$ cat config.mk
export PLATFORM = sky130hd
export DESIGN_NAME = pe_imem_loader
export DESIGN_NICKNAME = d
export VERILOG_FILES = /design/src/rtl/pe_imem_loader.sv
export SDC_FILE = /design/constraint.sdc
export NUM_CORES = 1
export LEC_CHECK = 0
export ABC_AREA = 0
export ABC_CLOCK_PERIOD_IN_PS = 6700
export BUFFER_PORTS_ARGS = -buffer_cell sky130_fd_sc_hd__clkbuf_2
export CAP_MARGIN = 20
export CORE_MARGIN = 2
export CORE_UTILIZATION = 40
export DETAILED_ROUTE_END_ITERATION = 8
export PLACE_DENSITY = 0.68
export SYNTH_ARGS = -nofsm -noshare
export SYNTH_HDL_FRONTEND = slang
export SYNTH_SLANG_ARGS = --single-unit
$ cat constraint.sdc
create_clock -name iClk -period 6.7 [get_ports iClk]
set_input_delay 0.67 -clock iClk [delete_from_list [all_inputs] [get_ports iClk]]
set_output_delay 0.67 -clock iClk [all_outputs]
set_load 0.01 [all_outputs]
$ cat src/rtl/pe_imem_loader.sv
// Bus-side loader for the PE instruction memory: streams a command's words into port A
// and holds the core off fetch meanwhile. Define PE_IMEM_LOADER_VERIFY_EN for checksum readback.
module pe_imem_loader #(
  parameter int DATA_WIDTH = 28,
  parameter int ADDR_WIDTH = 13
) (
  input  logic                  iClk,
  input  logic                  iReset_n,
  input  logic                  iCmd_Valid,
  output logic                  oCmd_Ready,
  input  logic [ADDR_WIDTH-1:0] iCmd_Base_Addr,
  input  logic [ADDR_WIDTH:0]   iCmd_Length,
  input  logic                  iAbort,
  input  logic                  iData_Valid,
  output logic                  oData_Ready,
  input  logic [DATA_WIDTH-1:0] iData,
  output logic                  oBus_Valid,
  output logic [ADDR_WIDTH-1:0] oBus_Address,
  output logic [DATA_WIDTH-1:0] oBus_Write_Data,
  output logic                  oBus_Write_Enable,
  input  logic [DATA_WIDTH-1:0] iBus_Read_Data,
  output logic                  oCore_Hold,
  output logic                  oBusy,
  output logic                  oDone,
  output logic                  oError,
  output logic [ADDR_WIDTH:0]   oWord_Count
);

  typedef enum logic [2:0] {IDLE, LOAD, VERIFY, VCHK, DONE} state_t;

  state_t                state_reg, state_next;
  logic [ADDR_WIDTH-1:0] base_reg;
  logic [ADDR_WIDTH:0]   length_reg;
  logic [ADDR_WIDTH:0]   word_count_reg;
  logic [DATA_WIDTH-1:0] checksum_reg;
  logic                  error_reg;

  logic cmd_accept;
  logic beat;
  logic last_beat;
  logic abort_hit;

  assign cmd_accept = (state_reg == IDLE) && iCmd_Valid;
  assign beat       = (state_reg == LOAD) && iData_Valid && !iAbort;
  assign last_beat  = beat && ((word_count_reg + 1'b1) == length_reg);
  assign abort_hit  = iAbort && ((state_reg == LOAD) || (state_reg == VERIFY) || (state_reg == VCHK));

`ifdef PE_IMEM_LOADER_VERIFY_EN
  logic [ADDR_WIDTH:0]   rd_idx_reg;
  logic [DATA_WIDTH-1:0] readback_reg;
  logic                  last_read;
  logic                  verify_ok;

  assign last_read = (rd_idx_reg + 1'b1) == length_reg;
  // The final read word arrives during VCHK, so fold it in combinationally for the compare.
  assign verify_ok = (readback_reg ^ iBus_Read_Data) == checksum_reg;
`else
  logic unused_read_data;
  assign unused_read_data = ^iBus_Read_Data;
`endif

  always_comb begin
    state_next        = state_reg;
    oData_Ready       = 1'b0;
    oBus_Valid        = 1'b0;
    oBus_Write_Enable = 1'b0;
    oBus_Address      = '0;
    oBus_Write_Data   = '0;
    case (state_reg)
      IDLE: begin
        if (iCmd_Valid) begin
          state_next = (iCmd_Length == '0) ? DONE : LOAD;
        end
      end
      LOAD: begin
        oData_Ready = !iAbort;
        if (iAbort) begin
          state_next = IDLE;
        end else if (iData_Valid) begin
          oBus_Valid        = 1'b1;
          oBus_Write_Enable = 1'b1;
          oBus_Address      = base_reg + word_count_reg[ADDR_WIDTH-1:0];
          oBus_Write_Data   = iData;
          if (last_beat) begin
`ifdef PE_IMEM_LOADER_VERIFY_EN
            state_next = VERIFY;
`else
            state_next = DONE;
`endif
          end
        end
      end
`ifdef PE_IMEM_LOADER_VERIFY_EN
      VERIFY: begin
        if (iAbort) begin
          state_next = IDLE;
        end else begin
          oBus_Valid   = 1'b1;
          oBus_Address = base_reg + rd_idx_reg[ADDR_WIDTH-1:0];
          if (last_read) begin
            state_next = VCHK;
          end
        end
      end
      VCHK: begin
        if (iAbort) begin
          state_next = IDLE;
        end else begin
          state_next = verify_ok ? DONE : IDLE;
        end
      end
`endif
      DONE:    state_next = IDLE;
      default: state_next = IDLE;
    endcase
  end

  always_ff @(posedge iClk or negedge iReset_n) begin
    if (!iReset_n) begin
      state_reg      <= IDLE;
      base_reg       <= '0;
      length_reg     <= '0;
      word_count_reg <= '0;
      checksum_reg   <= '0;
      error_reg      <= 1'b0;
`ifdef PE_IMEM_LOADER_VERIFY_EN
      rd_idx_reg     <= '0;
      readback_reg   <= '0;
`endif
    end else begin
      state_reg <= state_next;
      if (cmd_accept) begin
        base_reg       <= iCmd_Base_Addr;
        length_reg     <= iCmd_Length;
        word_count_reg <= '0;
        checksum_reg   <= '0;
        error_reg      <= 1'b0;
`ifdef PE_IMEM_LOADER_VERIFY_EN
        rd_idx_reg     <= '0;
        readback_reg   <= '0;
`endif
      end
      if (beat) begin
        word_count_reg <= word_count_reg + 1'b1;
        checksum_reg   <= checksum_reg ^ iData;
      end
      if (abort_hit) begin
        error_reg <= 1'b1;
      end
`ifdef PE_IMEM_LOADER_VERIFY_EN
      // Read data lags its request by one cycle; the first VERIFY cycle has nothing to absorb.
      if ((state_reg == VERIFY) && !iAbort) begin
        rd_idx_reg <= rd_idx_reg + 1'b1;
        if (rd_idx_reg != '0) begin
          readback_reg <= readback_reg ^ iBus_Read_Data;
        end
      end
      if ((state_reg == VCHK) && !iAbort && !verify_ok) begin
        error_reg <= 1'b1;
      end
`endif
    end
  end

  assign oCmd_Ready  = (state_reg == IDLE);
  assign oBusy       = (state_reg != IDLE);
  assign oCore_Hold  = oBusy;
  assign oDone       = (state_reg == DONE);
  assign oError      = error_reg;
  assign oWord_Count = word_count_reg;

endmodule
==> flow_summary.toml <==
[outcome]
outcome = "finished clean"

[clocking]
cts_made_buffers = 5
cts_sinks = 44
cts_resized = 0
cts_htree_levels = 2
cts_setup_buffers = 0
clock_latency_ns = 0.29
path_clk_slew_ns = 0.09
cts_tree = "built"
cts_hold_buffers = 0
clockBufferDepth = 2
cts_root_buf = "clkbuf_8"

[cells_and_area]
drive_gt1_share_pct = 28.1
num_antenna_cells = 0
synthToLayoutAreaGrowth_pct = 21.9
mostFrequentLayoutCell = "clkbuf_2"
nets = 620
layout_common_cells = "clkbuf_2, nand2_1, dfrtp_1"

[sta]
hold_viol_final = 0
fin_hold_ws_ns = 0.449
finalSetupViolCount = 0
min_period_ns = 3.72
drv_slew = 0
min_period_over_period_pct = 55.5
max_slew_margin_pct = 33.2
rsz0062_at_grt = "false"
tightest_slew_ns = 0.999
fin_worst_skew_ns = 0.00486
fmax_ghz = 0.269
finalSetupTns_ns = 0

[place]
place.gp.congestion = 0.899
portBuffers = 122
hpwl_mm = 7.03

[critical_path]
crit_required_ns = 6.03
path_max_fanout = 9
worstSetupPathType = "flip-flop to primary output"
crit_path_start_kind = "flip-flop"
end_kind = "primary output"
arrival_ns = 3.05

[logic_synthesis]
ys_seq_elements = 44
yosysTopAreaCell = "dfrtp_1"
postSynthCellCount = 413
yosysSeqAreaShare_pct = 33.6
yosys_warnings = 0
ys_async_sr_fraction_pct = 100
syn_area_sq_um = 3280
synth_edf_count = 0
synth_cell_type_count = 54
syn_area_per_cell_sq_um = 7.94
syn_nets = 515
synth_top_cell_area_share_pct = 33.6
netlist_top_cells_area = "dfrtp_1, nand2_1, and3_1"
ys.flop_type = "dfrtp_1"

[pwr]
vdd_ir_drop_max_v = 0.0000894
total_power_uw = 739
p_leak_uw = 0.00217
p_per_area_nw_per_um2 = 185

[drt]
num_vias = 3359
drc = 0
drt-total-wl_mm = 9.25
wl_per_cell_um = 14.8
drtPass1Iterations = 6
antenna_left = 0
drt_iter0_drc = 142
viasPerCell = 5.38

[floorplanning]
num_io_pins = 151
row_count = 33
dieWidth_um = 94.5
core_sq_um = 8090
die-area_sq_um = 8940
initial_core_util_pct = 40.5
die-height_um = 94.5

[grt]
grt_pass1_wl_mm = 15.0
grt_overflow = 0
grt_pass1_vias = 3179
grt.total_usage_pct = 21.1
antenna_found_initial = 0
grt_max_degree = 45

[flow_run]
drv_cap = 0

[hold_path]
hold_class = "primary input to asynchronous set/reset pin"
## stage by stage
| step | setup slack [ns] | instances | instance area, sq um | utilization, % |
|---|---|---|---|---|
| after floorplan | 3.73 | 413 | 3280 | - |
| after global placement | 3.39 | 616 | 3910 | 48.3 |
| after detailed placement | 3.35 | 616 | 3910 | 48.3 |
| after CTS | 2.99 | 624 | 4000 | 49.4 |
| after global routing | 2.80 | 624 | 4000 | 49.4 |
| final | 2.98 | 624 | 4000 | 49.4 |
## power by group
group / total, uW / internal, uW / switching (uW)
Combinational: 231 / 98.4 / 133
Sequential: 338 / 303 / 35.2
Clock: 169 / 74.3 / 95.0
Total: 739 / 476 / 263
## per-layer routing
metal	GRT usage, %	vias up	part of all wire (%)
li1	-	1645	-
met1	27.9	1549	44
met2	35.9	150	47
met3	3.67	15	8.2
met4	5.68	0	1.4
met5	0	-	0
## worst paths after layout
kind	start	endpoint	slack, ns	cells past startpoint
min	iReset_n	length_reg[5]	0.45	2
max in group asynchronous	iReset_n	base_reg[12]	5.87	2
min reg2reg	base_reg[3]	base_reg[3]	0.49	2
min in group iClk	base_reg[3]	base_reg[3]	0.49	2
max	oWord_Count[0]	oBus_Address[12]	2.98	10
max reg2reg	state_reg[0]	oWord_Count[12]	4.13	7
## synthesized netlist by cell type, types with 3 or more instances
cell type	number
o21ai_0	22
xnor2_1	13
a31oi_1	3
buf_2	6
o41ai_1	4
nor3_1	10
nand3_1	9
nand2_1	100
o21a_1	3
mux2i_1	5
dfrtp_1	44
nand4_1	5
ha_1	13
nor2b_1	4
xor2_1	9
inv_1	12
clkbuf_1	16
a21o_1	3
o31ai_1	3
o21ai_1	5
nor2_1	23
nor4_2	3
and3_1	35
a21oi_1	17
nand2b_1	3
nor4_1	7
buf_6	3
## critical path: stages (launching register included)
cell	delay, ns
dfrtp_1	0.56
ha_1	0.24
inv_1	0.05
fa_1	0.38
nor2b_1	0.17
o21ai_1	0.09
a21boi_0	0.35
o21ai_0	0.17
and4_1	0.19
or3_1	0.39
clkbuf_2	0.14
## cell type report
cell class                      instances  area (sq um)
Sequential cell                        44          1100
Timing Repair Buffer                  126           641
Inverter                               12          45.0
Multi-Input combinational cell        329          1990
Tap cell                              105           131
Clock buffer                            6          72.6
Clock inverter                          2          16.3
Fill cell                             852          4100
## cells by family (layout without fill, tap and decap cells)
group / after synthesis / in the layout / synth area share (%)
buffers and inverters: 40 / 146 / 5.72
adders and majority gates: 14 / 14 / 5.57
and+or+nand+nor: 215 / 215 / 33.0
muxes: 5 / 5 / 1.53
xor gates and xnor gates: 23 / 23 / 6.37
AOI/OAI and AO/OA: 72 / 72 / 14.2
DFF: 44 / 44 / 33.6
Power figures use the tool's default switching activity.
